[src/rtl/four_to_two_encoder.sv]
// Clocked 4-input priority encoder (d highest, a lowest) with an optional
// per-input synchronizer chain and registered index/valid/multi outputs.

module four_to_two_encoder_sync #(
  parameter int STAGES = 0
) (
  input  logic clk,
  input  logic rst,
  input  logic din,
  output logic q
);
  generate
    if (STAGES == 0) begin : g_pass
      // Clock and reset are intentionally unused when the lane is a wire.
      logic unused_ok;
      assign unused_ok = clk | rst;
      assign q = din;
    end else begin : g_sr
      logic [STAGES-1:0] sr;
      always_ff @(posedge clk) begin
        if (rst) sr <= '0;
        else begin
          sr[0] <= din;
          for (int i = 1; i < STAGES; i++) sr[i] <= sr[i-1];
        end
      end
      assign q = sr[STAGES-1];
    end
  endgenerate
endmodule

module four_to_two_encoder #(
  parameter int SYNC_STAGES = 0
) (
  input  logic clk,
  input  logic rst,
  input  logic a,
  input  logic b,
  input  logic c,
  input  logic d,
  output logic e0,
  output logic e1,
  output logic valid,
  output logic multi
);
  localparam int NUM_LANES = 4;

  generate
    if (SYNC_STAGES < 0 || SYNC_STAGES > 3) begin : g_bad_param
      $error("four_to_two_encoder: SYNC_STAGES must be 0..3");
    end
  endgenerate

  logic [NUM_LANES-1:0] raw, req;
  logic [1:0]           idx;
  logic                 any, many;

  // Lane index equals priority: raw[3] is d, raw[0] is a.
  assign raw = {d, c, b, a};

  four_to_two_encoder_sync #(.STAGES(SYNC_STAGES)) u_sync [NUM_LANES-1:0] (
    .clk (clk),
    .rst (rst),
    .din (raw),
    .q   (req)
  );

  always_comb begin
    idx = 2'd0;
    if      (req[3]) idx = 2'd3;
    else if (req[2]) idx = 2'd2;
    else if (req[1]) idx = 2'd1;
  end

  assign any  = |req;
  assign many = (req[0] & req[1]) | (req[0] & req[2]) | (req[0] & req[3]) |
                (req[1] & req[2]) | (req[1] & req[3]) | (req[2] & req[3]);

  always_ff @(posedge clk) begin
    if (rst) begin
      e1    <= 1'b0;
      e0    <= 1'b0;
      valid <= 1'b0;
      multi <= 1'b0;
    end else begin
      e1    <= idx[1];
      e0    <= idx[0];
      valid <= any;
      multi <= many;
    end
  end
endmodule

[config.mk]
export PLATFORM = sky130hd
export DESIGN_NAME = four_to_two_encoder
export DESIGN_NICKNAME = d
export VERILOG_FILES = /design/src/rtl/four_to_two_encoder.sv
export SDC_FILE = /design/constraint.sdc
export NUM_CORES = 1
export LEC_CHECK = 0
export ABC_AREA = 1
export BUFFER_PORTS_ARGS = -buffer_cell sky130_fd_sc_hd__buf_2
export CORE_AREA = 2 2 39 41
export CTS_CLUSTER_SIZE = 24
export DETAILED_ROUTE_END_ITERATION = 8
export DIE_AREA = 0 0 41 43
export GPL_ROUTABILITY_DRIVEN = 0
export HOLD_SLACK_MARGIN = 0.1
export SYNTH_ARGS = -nofsm -noshare
export SYNTH_HDL_FRONTEND = slang
export SYNTH_SLANG_ARGS = --single-unit
export TNS_END_PERCENT = 20
[constraint.sdc]
create_clock -name clk -period 1.5 [get_ports clk]
set_input_delay 0.3 -clock clk [delete_from_list [all_inputs] [get_ports clk]]
set_output_delay 0.3 -clock clk [all_outputs]
set_load 0.005 [all_outputs]
==> results.txt, run 1 <==
# DRC - 0
drt pass-1 iters - 4
Worst Setup Start Kind - flip-flop
largest family of logic cells by synthesized area - simple AND/OR/NAND/NOR gates
Critical Path Sink Type - primary output
CP startpoint - e1
Setup Buffers After CTS - 0
Cell variety after synth - 6
crit path capture - e1
Least-Margin Pin Slew - 0.1547 ns
period utilisation layout - 62.13%
Yosys top cell area share - 58.72%
core area - 1384 µm²
CP delay by family, top - flip-flops
Avg Vias per Cell - 3.065
post-cts sizing count - 0
arrival time worst endpoint - 0.63 ns
Setup violations, final - 0
Hold Vio Cnt, Final - 0
post-route ant nets - 0
critical-path maximum fanout - 1
Num CTS Buffers - 3
min-delay worst type - input pin to flip-flop
global-route wire length before repair - 414 µm
total negative slack - 0 ns
Max Root-Sink Buffers - 2
number of port buffers - 9
Overflow after GRT - 0
worst stage delay on the critical path - 0.29 ns
Post-Synth Adder-Cell Area - 0%
Die H - 43 µm
most frequent cells in the layout - buf_2 (9), nor2_1 (8), dfxtp_1 (4), nand2_1 (3), clkbuf_4 (3)
Min Hold Slack - 0.2660 ns
RSZ-0062 raised after global routing - false
pin count of the biggest net entering global routing - 5
final layout net count - 38
PwrDens - 1236 nW/µm²
initial core utilization - 9.855%
P_leak - 0.1171 nW
initial drt markers - 4
DRT Wirelength - 279 µm
vias in the first global route - 116
Max Clock Freq - 1073 MHz
Required @ worst endpoint - 1.20 ns
fin. max-slew vios - 0
number of max-cap violations - 0
Buf/Inv on CP - 1
yosys warns - 0
Seq/Total Area, Yosys - 58.72%
peak supply drop - 0.1587 mV
DR vias - 141
CTS tree - done
mapped cell area - 136.4 µm²
Top Ports - 10
root buf cell - clkbuf_4
clk sinks - 4
Mapped Avg Cell Area - 7.577 µm²
largest cells by area after synthesis - dfxtp_1 (59%), nor2_1 (22%), nand2_1 (8.3%)
worst path cell trace - buf_2
Post-Synth XOR/XNOR Area - 0%
Synth Area in Compound Gates - 3.670%
Slowest-stage cell, CP - dfxtp_1
fin crit period - 0.9319 ns
commonest non-fill, non-tap cell in the layout - buf_2
gr usage total - 4.116%
status - completed
Simple-Gate Fraction of Synth Area - 34.86%
max_slew headroom - 89.65%
WP depth - 1
Antenna Cells - 0
syn_nets - 24
Rows - 14
Seq cells post-synth - 4
mux contribution to synthesized area - 0%
DR WL/cell - 6.065 µm
Setup CP Type - flip-flop to primary output
die width - 41 µm
Area growth syn-to-layout - 64.22%
Die Footprint - 1763 µm²
Post-Syn Instances - 18
Yosys top cell by area - dfxtp_1
CTS H-Tree Depth - 1
clock-pin slew on the worst setup and hold paths - 0.04 ns
cts hold-fix bufs - 0
initial antenna violation count - 0
share of cells above drive strength 1 - 43.33%
[cells in the mapped netlist]
cell / number
a21oi_1: 1
dfxtp_1: 4
inv_1: 1
nand2_1: 3
nor2_1: 8
nor2_2: 1
[per-layer routing]
metal / GRT usage (%) / share of wire, % / up-vias
met5: 0 / 0 / -
met4: 10.00 / 6.8 / 0
met3: 0 / 14 / 2
met2: 4.063 / 35 / 10
met1: 4.180 / 44 / 51
li1: - / - / 78
[state kept, by name, indices dropped and copies added (netlist names)]
name	count
multi	1
e1	1
valid	1
e0	1
[kinds of logic (layout without fill, tap and decap cells)]
family,after synthesis,count (layout)
compound gates,1,1
buf+inv,1,13
flops,4,4
simple gates,12,12
[worst min path at each step]
stage	slack [ns]	to	from	cells after the start
3_3_place_gp	0.50	multi	rst	2
6_report	0.27	valid	rst	2
2_1_floorplan	0.37	valid	rst	1
4_1_cts	0.26	valid	rst	2
5_1_grt	0.28	valid	rst	2
3_5_place_dp	0.51	valid	rst	2
[per-stage QoR]
| stage | utilization [%] | worst slack (ns) | cell area [µm²] | power [mW] | std cells |
|---|---|---|---|---|---|
| 2_1_floorplan | - | 0.8125 | 136.4 | 0.1294 | 18 |
| 3_3_place_gp | 14.56 | 0.6566 | 201.4 | 0.1471 | 43 |
| 3_5_place_dp | 14.56 | 0.6366 | 201.4 | 0.1475 | 43 |
| 4_1_cts | 16.18 | 0.5543 | 224.0 | 0.2860 | 46 |
| 5_1_grt | 16.18 | 0.5393 | 224.0 | 0.2920 | 46 |
| 6_report | 16.18 | 0.5681 | 224.0 | 0.2767 | 46 |
[power by group]
group          internal [mW]  leakage [nW]  switching (mW)
clock network         0.0894        0.0138          0.0419
logic                 0.0146        0.0697          0.0151
registers              0.114        0.0336         0.00134
total                  0.218         0.117          0.0584
[final cells by class]
class | instances | area (µm²)
Clock buffer | 3 | 22.52
Fill cell | 158 | 1160
Inverter | 1 | 3.754
Multi-Input combinational cell | 13 | 52.55
Sequential cell | 4 | 80.08
Tap cell | 16 | 20.02
Timing Repair Buffer | 9 | 45.04
No activity file was read; power rests on OpenSTA's default activity.
==> run 2: changes to the inputs <==
--- a/config.mk
+++ b/config.mk
@@ -5,7 +5,7 @@
 export SDC_FILE = /design/constraint.sdc
 export NUM_CORES = 1
 export LEC_CHECK = 0
-export ABC_AREA = 1
+export ABC_AREA = 0
 export BUFFER_PORTS_ARGS = -buffer_cell sky130_fd_sc_hd__buf_2
 export CORE_AREA = 2 2 39 41
 export CTS_CLUSTER_SIZE = 24
==> constraint.sdc (replaced) <==
create_clock -name clk -period 0.8 [get_ports clk]
set_input_delay 0.16 -clock clk [delete_from_list [all_inputs] [get_ports clk]]
set_output_delay 0.16 -clock clk [all_outputs]
set_load 0.005 [all_outputs]
==> results.txt, run 2 <==
mapped cell area - 137.6 µm² (was 136.4 µm²)
Required @ worst endpoint - 0.64 ns (was 1.20 ns)
Antenna Cells - 0 (unchanged)
post-route ant nets - 0 (unchanged)
largest cells by area after synthesis - dfxtp_1 (58%), nor4_2 (9.1%), a21oi_1 (7.3%) (was dfxtp_1 (59%), nor2_1 (22%), nand2_1 (8.3%))
Critical Path Sink Type - primary output (unchanged)
Yosys top cell area share - 58.18% (was 58.72%)
worst path cell trace - buf_2 (unchanged)
CP delay by family, top - flip-flops (unchanged)
number of max-cap violations - 0 (unchanged)
share of cells above drive strength 1 - 51.85% (was 43.33%)
peak supply drop - 0.2770 mV (was 0.1587 mV)
Cell variety after synth - 8 (was 6)
Seq/Total Area, Yosys - 58.18% (was 58.72%)
fin. max-slew vios - 0 (unchanged)
Slowest-stage cell, CP - dfxtp_1 (unchanged)
number of port buffers - 9 (unchanged)
DR WL/cell - 6.953 µm (was 6.065 µm)
CTS H-Tree Depth - 1 (unchanged)
Mapped Avg Cell Area - 9.831 µm² (was 7.577 µm²)
setup ws final - 0.009949 ns (was 0.5681 ns)
syn_nets - 20 (was 24)
root buf cell - clkbuf_4 (unchanged)
P_leak - 0.1090 nW (was 0.1171 nW)
drt pass-1 iters - 2 (was 4)
ys async rst share - 0% (unchanged)
Max Root-Sink Buffers - 2 (unchanged)
initial drt markers - 2 (was 4)
CTS tree - done (unchanged)
Seq cells post-synth - 4 (unchanged)
arrival time worst endpoint - 0.63 ns (about the same)
# DRC - 0 (unchanged)
Setup violations, final - 0 (unchanged)
clock-pin slew on the worst setup and hold paths - 0.04 ns (about the same)
period utilisation layout - 98.76%
cell count after placement - 40 (was 43)
clk sinks - 4 (unchanged)
fin crit period - 0.7901 ns
Post-Syn Instances - 14 (was 18)
max_slew headroom - 79.37% (was 89.65%)
pin count of the biggest net entering global routing - 5 (unchanged)
initial core utilization - 9.946% (was 9.855%)
cts hold-fix bufs - 0 (unchanged)
worst stage delay on the critical path - 0.28 ns (was 0.29 ns)
Max Clock Freq - 1266 MHz
most frequent cells in the layout - buf_2 (9), dfxtp_1 (4), clkbuf_4 (3) (was buf_2 (9), nor2_1 (8), dfxtp_1 (4), nand2_1 (3), clkbuf_4 (3))
Post-synth top cells - dfxtp_1 (4), a21oi_1 (2), nor2_1 (2), nor3_1 (2) (was nor2_1 (8), dfxtp_1 (4), nand2_1 (3))
most frequent cell after synthesis - dfxtp_1 (was nor2_1)
PwrDens - 2235 nW/µm² (was 1236 nW/µm²)
Buf/Inv on CP - 1 (unchanged)
critical-path maximum fanout - 1 (unchanged)
DR vias - 140 (was 141)
predominant post-synthesis flop cell - dfxtp_1 (unchanged)
Overflow after GRT - 0 (unchanged)
Worst Setup Start Kind - flip-flop (unchanged)
Rows - 14 (unchanged)
gr usage total - 4.116% (unchanged)
initial antenna violation count - 0 (unchanged)
Die Footprint - 1763 µm² (unchanged)
Die H - 43 µm (unchanged)
die width - 41 µm (unchanged)
min-delay worst type - input pin to flip-flop (unchanged)
vias in the first global route - 119 (was 116)
core area - 1384 µm² (unchanged)
Least-Margin Pin Slew - 0.3070 ns (was 0.1547 ns)
Num CTS Buffers - 3 (unchanged)
Setup CP Type - flip-flop to primary output (unchanged)
commonest non-fill, non-tap cell in the layout - buf_2 (unchanged)
global-route wire length before repair - 414 µm (unchanged)
yosys warns - 0 (unchanged)
Setup WS pre-CTS - -0.007066 ns (was 0.6366 ns)
post-route non-filler standard cell count - 43 (was 46)
Top Ports - 10 (unchanged)
status - completed (unchanged)
Min Hold Slack - 0.1460 ns (was 0.2660 ns)
Avg Vias per Cell - 3.256 (was 3.065)
total negative slack - 0 ns (unchanged)
EDFF count, synth - 0 (unchanged)
RSZ-0062 raised after global routing - true (was false)
Yosys top cell by area - dfxtp_1 (unchanged)
Area growth syn-to-layout - 69.09% (was 64.22%)
final layout net count - 35 (was 38)
DRT Wirelength - 299 µm (was 279 µm)
Hold Vio Cnt, Final - 0 (unchanged)
fin util - 16.82% (was 16.18%)
==> run 2: cell count changes after synthesis, sizes merged <==
cell	delta
nor2	-7
nand2	-3
a21oi	+1
a211oi	+1
nor4	+1
nand2b	+1
nor3	+2
==> run 2: cells by family after synthesis <==
logic type | share of synthesized area, %
DFF | 58.18
AOI/OAI and AO/OA | 12.73
and+or+nand+nor | 26.37
buffers and inverters | 2.725
==> run 2: metal layers <==
layer  share of wire [%]  up-vias  GRT usage, %
met3                  20        2             0
met5                   0        -             0
met2                  29       11         3.438
met4                 6.0        0         10.00
met1                  44       51         4.823
li1                    -       76             -
==> run 2: where the power goes <==
| part | switching (mW) | total [mW] | leakage, nW | internal, mW |
|---|---|---|---|---|
| clock network | 0.0763 | 0.244 | 0.0138 | 0.167 |
| logic | 0.0285 | 0.0596 | 0.0616 | 0.0310 |
| registers | 0.00234 | 0.217 | 0.0336 | 0.215 |
| total | 0.107 | 0.520 | 0.109 | 0.413 |
==> run 2: timing repair <==
item | CTS | global route
endpoints found under the setup margin | 3 | 4
buffers inserted | 0 | 0
cloned | 0 | 0
resized for setup | 0 | 0
pin swaps | 0 | 0
==> run 2: area by class of cell <==
cell class	count	area [µm²]
inverters	1	3.754
multi-input cells	9	53.80
well taps	16	20.02
flip-flops and latches	4	80.08
clock buffers	3	22.52
fillers	149	1151
repair buffers	10	52.55
==> run 2: stage by stage <==
| stage | power, mW | area [µm²] |
|---|---|---|
| 2_1_floorplan | 0.2406 | 137.6 |
| 3_3_place_gp | 0.2794 | 210.2 |
| 3_5_place_dp | 0.2794 | 210.2 |
| 4_1_cts | 0.5375 | 232.7 |
| 5_1_grt | 0.5516 | 232.7 |
| 6_report | 0.5202 | 232.7 |
==> run 2: final timing paths <==
kind | start | endpoint | slack [ns] | cells past startpoint
max | multi | multi | 0.01 | 1
min | rst | e0 | 0.15 | 2
